==> config.mk <==
export PLATFORM = sky130hd
export DESIGN_NAME = sdi_scrambler_core
export DESIGN_NICKNAME = d
export VERILOG_FILES = /design/src/rtl/sdi_pkg.sv /design/src/rtl/sdi_scr_step.sv /design/src/rtl/sdi_scrambler_core.sv
export SDC_FILE = /design/constraint.sdc
export NUM_CORES = 1
export LEC_CHECK = 0
export CELL_PAD_IN_SITES_DETAIL_PLACEMENT = 1
export CELL_PAD_IN_SITES_GLOBAL_PLACEMENT = 1
export CORE_ASPECT_RATIO = 0.5
export CORE_UTILIZATION = 40
export CTS_CLUSTER_SIZE = 40
export DETAILED_ROUTE_END_ITERATION = 10
export PLACE_DENSITY_LB_ADDON = 0.1
export SLEW_MARGIN = 10
export SYNTH_ARGS = -nofsm -noshare
export SYNTH_HDL_FRONTEND = slang
export SYNTH_HIERARCHICAL = 1
export SYNTH_SLANG_ARGS = --single-unit
==> constraint.sdc <==
create_clock -name clk -period 4.6 [get_ports clk]
set_input_delay 0.92 -clock clk [delete_from_list [all_inputs] [get_ports clk]]
set_output_delay 0.92 -clock clk [all_outputs]
set_load 0.03 [all_outputs]
==> src/rtl/sdi_pkg.sv <==
// Shared constants for the SDI channel-coding blocks: direction select and
// the G1(x) = x^9 + x^4 + 1 scrambler geometry.
package sdi_pkg;

  typedef enum logic {
    MODE_SCRAMBLE   = 1'b0,
    MODE_DESCRAMBLE = 1'b1
  } sdi_mode_e;

  localparam int unsigned G1_TAP_LO = 4;
  localparam int unsigned G1_TAP_HI = 9;
  localparam int unsigned SH_LEN    = 9;

endpackage

==> src/rtl/sdi_scr_step.sv <==
// Combinational DATA_W-bit unroll of the G1 scrambler/descrambler with an
// optional NRZI stage (present when SDI_SCR_NRZI_EN is defined).
module sdi_scr_step
  import sdi_pkg::*;
#(
  parameter int unsigned DATA_W = 10,
  parameter sdi_mode_e   MODE   = MODE_SCRAMBLE
) (
  input  logic [DATA_W-1:0] word,
  input  logic [SH_LEN-1:0] sh,
`ifdef SDI_SCR_NRZI_EN
  input  logic              nz,
  output logic              nz_next,
`endif
  output logic [DATA_W-1:0] coded,
  output logic [SH_LEN-1:0] sh_next
);

  logic [SH_LEN-1:0] st;
  logic              s;
`ifdef SDI_SCR_NRZI_EN
  logic              line_nz;
`endif

  always_comb begin
    st    = sh;
    s     = 1'b0;
    coded = '0;
`ifdef SDI_SCR_NRZI_EN
    line_nz = nz;
`endif
    // Bit 0 is first on the wire, so the loop walks the serial order.
    for (int unsigned i = 0; i < DATA_W; i++) begin
      if (MODE == MODE_SCRAMBLE) begin
        s = word[i] ^ st[G1_TAP_LO-1] ^ st[G1_TAP_HI-1];
`ifdef SDI_SCR_NRZI_EN
        line_nz  = line_nz ^ s;
        coded[i] = line_nz;
`else
        coded[i] = s;
`endif
      end else begin
`ifdef SDI_SCR_NRZI_EN
        s       = word[i] ^ line_nz;
        line_nz = word[i];
`else
        s = word[i];
`endif
        coded[i] = s ^ st[G1_TAP_LO-1] ^ st[G1_TAP_HI-1];
      end
      st = {st[SH_LEN-2:0], s};
    end
    sh_next = st;
`ifdef SDI_SCR_NRZI_EN
    nz_next = line_nz;
`endif
  end

endmodule

==> src/rtl/sdi_scrambler_core.sv <==
// SDI scrambler/descrambler core with valid/ready handshake and word counter.
// NRZI stage is built only when SDI_SCR_NRZI_EN is defined.
module sdi_scrambler_core
  import sdi_pkg::*;
#(
  parameter int unsigned DATA_W = 10,
  parameter int unsigned MODE   = 0,
  parameter int unsigned CNT_W  = 32
) (
  input  logic              clk,
  input  logic              reset_n,
  input  logic              clear,
  input  logic [DATA_W-1:0] in_data,
  input  logic              in_valid,
  output logic              in_ready,
  input  logic              bypass,
  output logic [DATA_W-1:0] out_data,
  output logic              out_valid,
  input  logic              out_ready,
  output logic [CNT_W-1:0]  word_count
);

  localparam sdi_mode_e MODE_E = (MODE == 1) ? MODE_DESCRAMBLE : MODE_SCRAMBLE;

  logic [SH_LEN-1:0] sh_q;
  logic [SH_LEN-1:0] sh_d;
  logic [DATA_W-1:0] coded;
  logic              accept;
`ifdef SDI_SCR_NRZI_EN
  logic              nz_q;
  logic              nz_d;
`endif

  assign in_ready = !clear && (!out_valid || out_ready);
  assign accept   = in_valid && in_ready;

  sdi_scr_step #(
    .DATA_W (DATA_W),
    .MODE   (MODE_E)
  ) u_step (
    .word    (in_data),
    .sh      (sh_q),
`ifdef SDI_SCR_NRZI_EN
    .nz      (nz_q),
    .nz_next (nz_d),
`endif
    .coded   (coded),
    .sh_next (sh_d)
  );

  always_ff @(posedge clk or negedge reset_n) begin
    if (!reset_n) begin
      sh_q       <= '0;
`ifdef SDI_SCR_NRZI_EN
      nz_q       <= 1'b0;
`endif
      out_data   <= '0;
      out_valid  <= 1'b0;
      word_count <= '0;
    end else if (clear) begin
      sh_q       <= '0;
`ifdef SDI_SCR_NRZI_EN
      nz_q       <= 1'b0;
`endif
      out_valid  <= 1'b0;
      word_count <= '0;
    end else if (accept) begin
      out_data  <= bypass ? in_data : coded;
      out_valid <= 1'b1;
      // Bypassed words leave the line history untouched.
      if (!bypass) begin
        sh_q <= sh_d;
`ifdef SDI_SCR_NRZI_EN
        nz_q <= nz_d;
`endif
      end
      if (word_count != '1) begin
        word_count <= word_count + 1'b1;
      end
    end else if (out_ready) begin
      out_valid <= 1'b0;
    end
  end

endmodule
==> impl_metrics.tcl <==
set metrics [dict create \
    synth_cell_types 46 \
    htree_levels 2 \
    syn2layout_area_growth_pct 26.1 \
    r2r_slack_ns 2.02 \
    wl_per_cell_um 18.1 \
    cts_buffer_depth 2 \
    nets 361 \
    core-area_um2 6960 \
    nFillCells 766 \
    reg2reg_depth 6 \
    fin_skew_ns 0.00420 \
    dp.cells 429 \
    clkTransAtPathRegs_ns 0.07 \
    grt_pass1_vias 2642 \
    critPathRequiredTime_ns 3.68 \
    numPortBuffers 59 \
    ir_drop_mv 0.241 \
    met2_wirelength_um 4060 \
    tightest_slew_ns 0.828 \
    overflow 0 \
    grt_pass1_wl_um 13600 \
    ys_ff_latch 52 \
    globalplace.congestion 0.766 \
    crit_path_end_kind "primary output" \
    place_area_um2 3630 \
    synth.area.top_cells "dfrtp_1 (43%), a21oi_1 (5.0%), mux2i_1 (4.0%), xor2_1 (3.8%), xnor3_1 (3.7%)" \
    slew_viol_final 0 \
    antenna_found_initial 0 \
    reg2reg_to "word_count[27]" \
    drc 0 \
    syn_avg_cell_area_um2 10.2 \
    crit_top_cell "clkdlybuf4s50_1" \
    netlist_area_um2 3010 \
    yosysSeqAreaShare 0.432 \
    fin_area_um2 3800 \
    fin_cells 437 \
    outcome "complete, no violations" \
    cts_hold_buffers 0 \
    worstPathArrival_ns 2.62 \
    hp-class "input pin to async pin" \
    seq_area_um2 1300 \
    antennaDiodeCount 0 \
    setup_viol 0 \
    cts-root-buf "clkbuf_16" \
    seqPwrFrac 0.411 \
    p_int_uw 904 \
    initial_core_util 0.433 \
    die_x_um 125 \
    drtAntennaViolNets 0 \
    synth-edff-count 0 \
    multi_input_area_um2 1580 \
    critical_path.max_fanout 17 \
    dp_hpwl_um 5680 \
    drive_gt1_frac 0.104 \
    post-route-period-util 0.770 \
    rows 21 \
    synth_top_area_share 0.432 \
    crit_path_top_delay_cell "clkdlybuf4s50_1" \
    cts_tree "yes" \
    synthArstFlopShare 1.00 \
    crit_chain "clkdlybuf4s50_1 > nor2_1 > clkdlybuf4s50_1" \
    die-area_um2 7900 \
    yosysTopAreaCell "dfrtp_1" \
    drt_iter0_drc 123 \
    r2r-start "word_count[0]" \
    die-height_um 63.4 \
    syn-num-nets 311 \
    p_leak_uw 0.00157 \
    timing.setup.tns_ns 0 \
    p_sw_frac 0.285 \
    vias 2458 \
    drt-met1-wl_um 3520 \
    grtUsageTotal 0.218 \
    power_frac_comb 0.247 \
    worst_skew_pair.late_latency_ns 0.29 \
    min_period_ns 3.54 \
    met3_length_um 300 \
    via_per_inst 5.62 \
    grt_max_degree 37 \
    numCtsBuffers 5 \
    powerDensity_nw_per_um2 333 \
    hold_viol_final 0 \
    slew_headroom 0.446 \
    fmax_ghz 0.282 \
    startpoint_type "input pin" \
    synth_cells 294 \
    rsz0062_at_grt "false" \
    cts_setup_buffers 0 \
    maxCapViolations 0 \
    pin_count 60 \
    yosysWarnings 6 \
    top_layer "met4" \
    cts_sinks 52 \
    critPathKind "input pin to primary output" \
    ctsResizeCount 0 \
    drt_wl_total_um 7930 \
    p_switching_uw 360 \
    synthFlopType "dfrtp_1" \
    clock_power_share 0.342 \
    drt-pass1-iter-count 4 \
    max_stage_delay_ns 0.74 \
]
==> cell usage after synthesis, types with 10 or more instances <==
cell type  count
dfrtp_1       52
a21oi_1       30
nor2_1        21
nand3_1       16
nand2_1       14
xor2_1        13
mux2i_1       12
clkbuf_1      11
buf_4         10
xnor2_1       10
==> kinds of logic after synthesis <==
logic type	after synthesis	synth area share
XOR/XNOR	31	0.130
multiplexers	21	0.0735
flip-flops	52	0.432
adder cells (fa/ha/maj)	1	0.00415
AND/OR/NAND/NOR	113	0.216
AO/OA/AOI/OAI	52	0.100
buffers and inverters	24	0.0449
==> worst max-delay path: cells and delay by family <==
| kind | cells | cell delay (ns) |
|---|---|---|
| simple gates | 1 | 0.26 |
| buf+inv | 2 | 1.43 |
==> per-stage QoR <==
step	hold slack [ns]	power, uW	util	setup WS [ns]
final	0.535	1260	0.545	1.06
after global routing	0.573	1320	0.545	0.925
after CTS	0.542	1280	0.545	1.02
after detailed placement	0.526	845	0.521	1.03
after global placement	0.514	835	0.521	1.04
after floorplan	0.603	782	-	1.95
==> registers in the layout (all words and copies together), names as in the netlist <==
signal,cells
word_count,32
out_data,10
sh_q,9
out_valid,1
==> layer usage <==
layer / vias up / global-route usage
li1: 1161 / -
met1: 1241 / 0.275
met2: 49 / 0.393
met3: 7 / 0.0442
met4: 0 / 0.0377
met5: - / 0
==> worst max-delay path by stage <==
stage               startpoint  endpoint  cells after the start  slack, ns
floorplan                clear   sh_q[0]                      5       1.95
global placement         clear  in_ready                      3       1.04
detailed placement       clear  in_ready                      3       1.03
CTS                      clear  in_ready                      3       1.02
global route             clear  in_ready                      3       0.93
finish                   clear  in_ready                      3       1.06
==> power groups by stage <==
stage / clock network (uW) / registers [uW] / logic (uW)
floorplan: 0 / 575 / 207
global placement: 0 / 526 / 308
detailed placement: 0 / 527 / 318
CTS: 440 / 519 / 319
global route: 458 / 524 / 337
finish: 433 / 519 / 312
==> placed cells by master, fill, tap and decap left out, drive strengths merged, types with 8 or more instances in the layout <==
master and n:
xnor2 10, clkdlybuf4s50 58, a21oi 30, nand2 14, mux2i 12, nor4 8, nor2b 10, nor2 21
mux2 9, nand4 9, o21ai 8, nand3 16, xor2 13, dfrtp 52, and3 9
==> layout make-up <==
type,instances,area share
Timing Repair Buffer,65,0.166
Inverter,2,0.00198
Sequential cell,52,0.343
Clock inverter,3,0.0112
Clock buffer,5,0.0329
Multi-Input combinational cell,218,0.415
Tap cell,92,0.0303
Note: power is estimated with default switching activity, not from simulation.
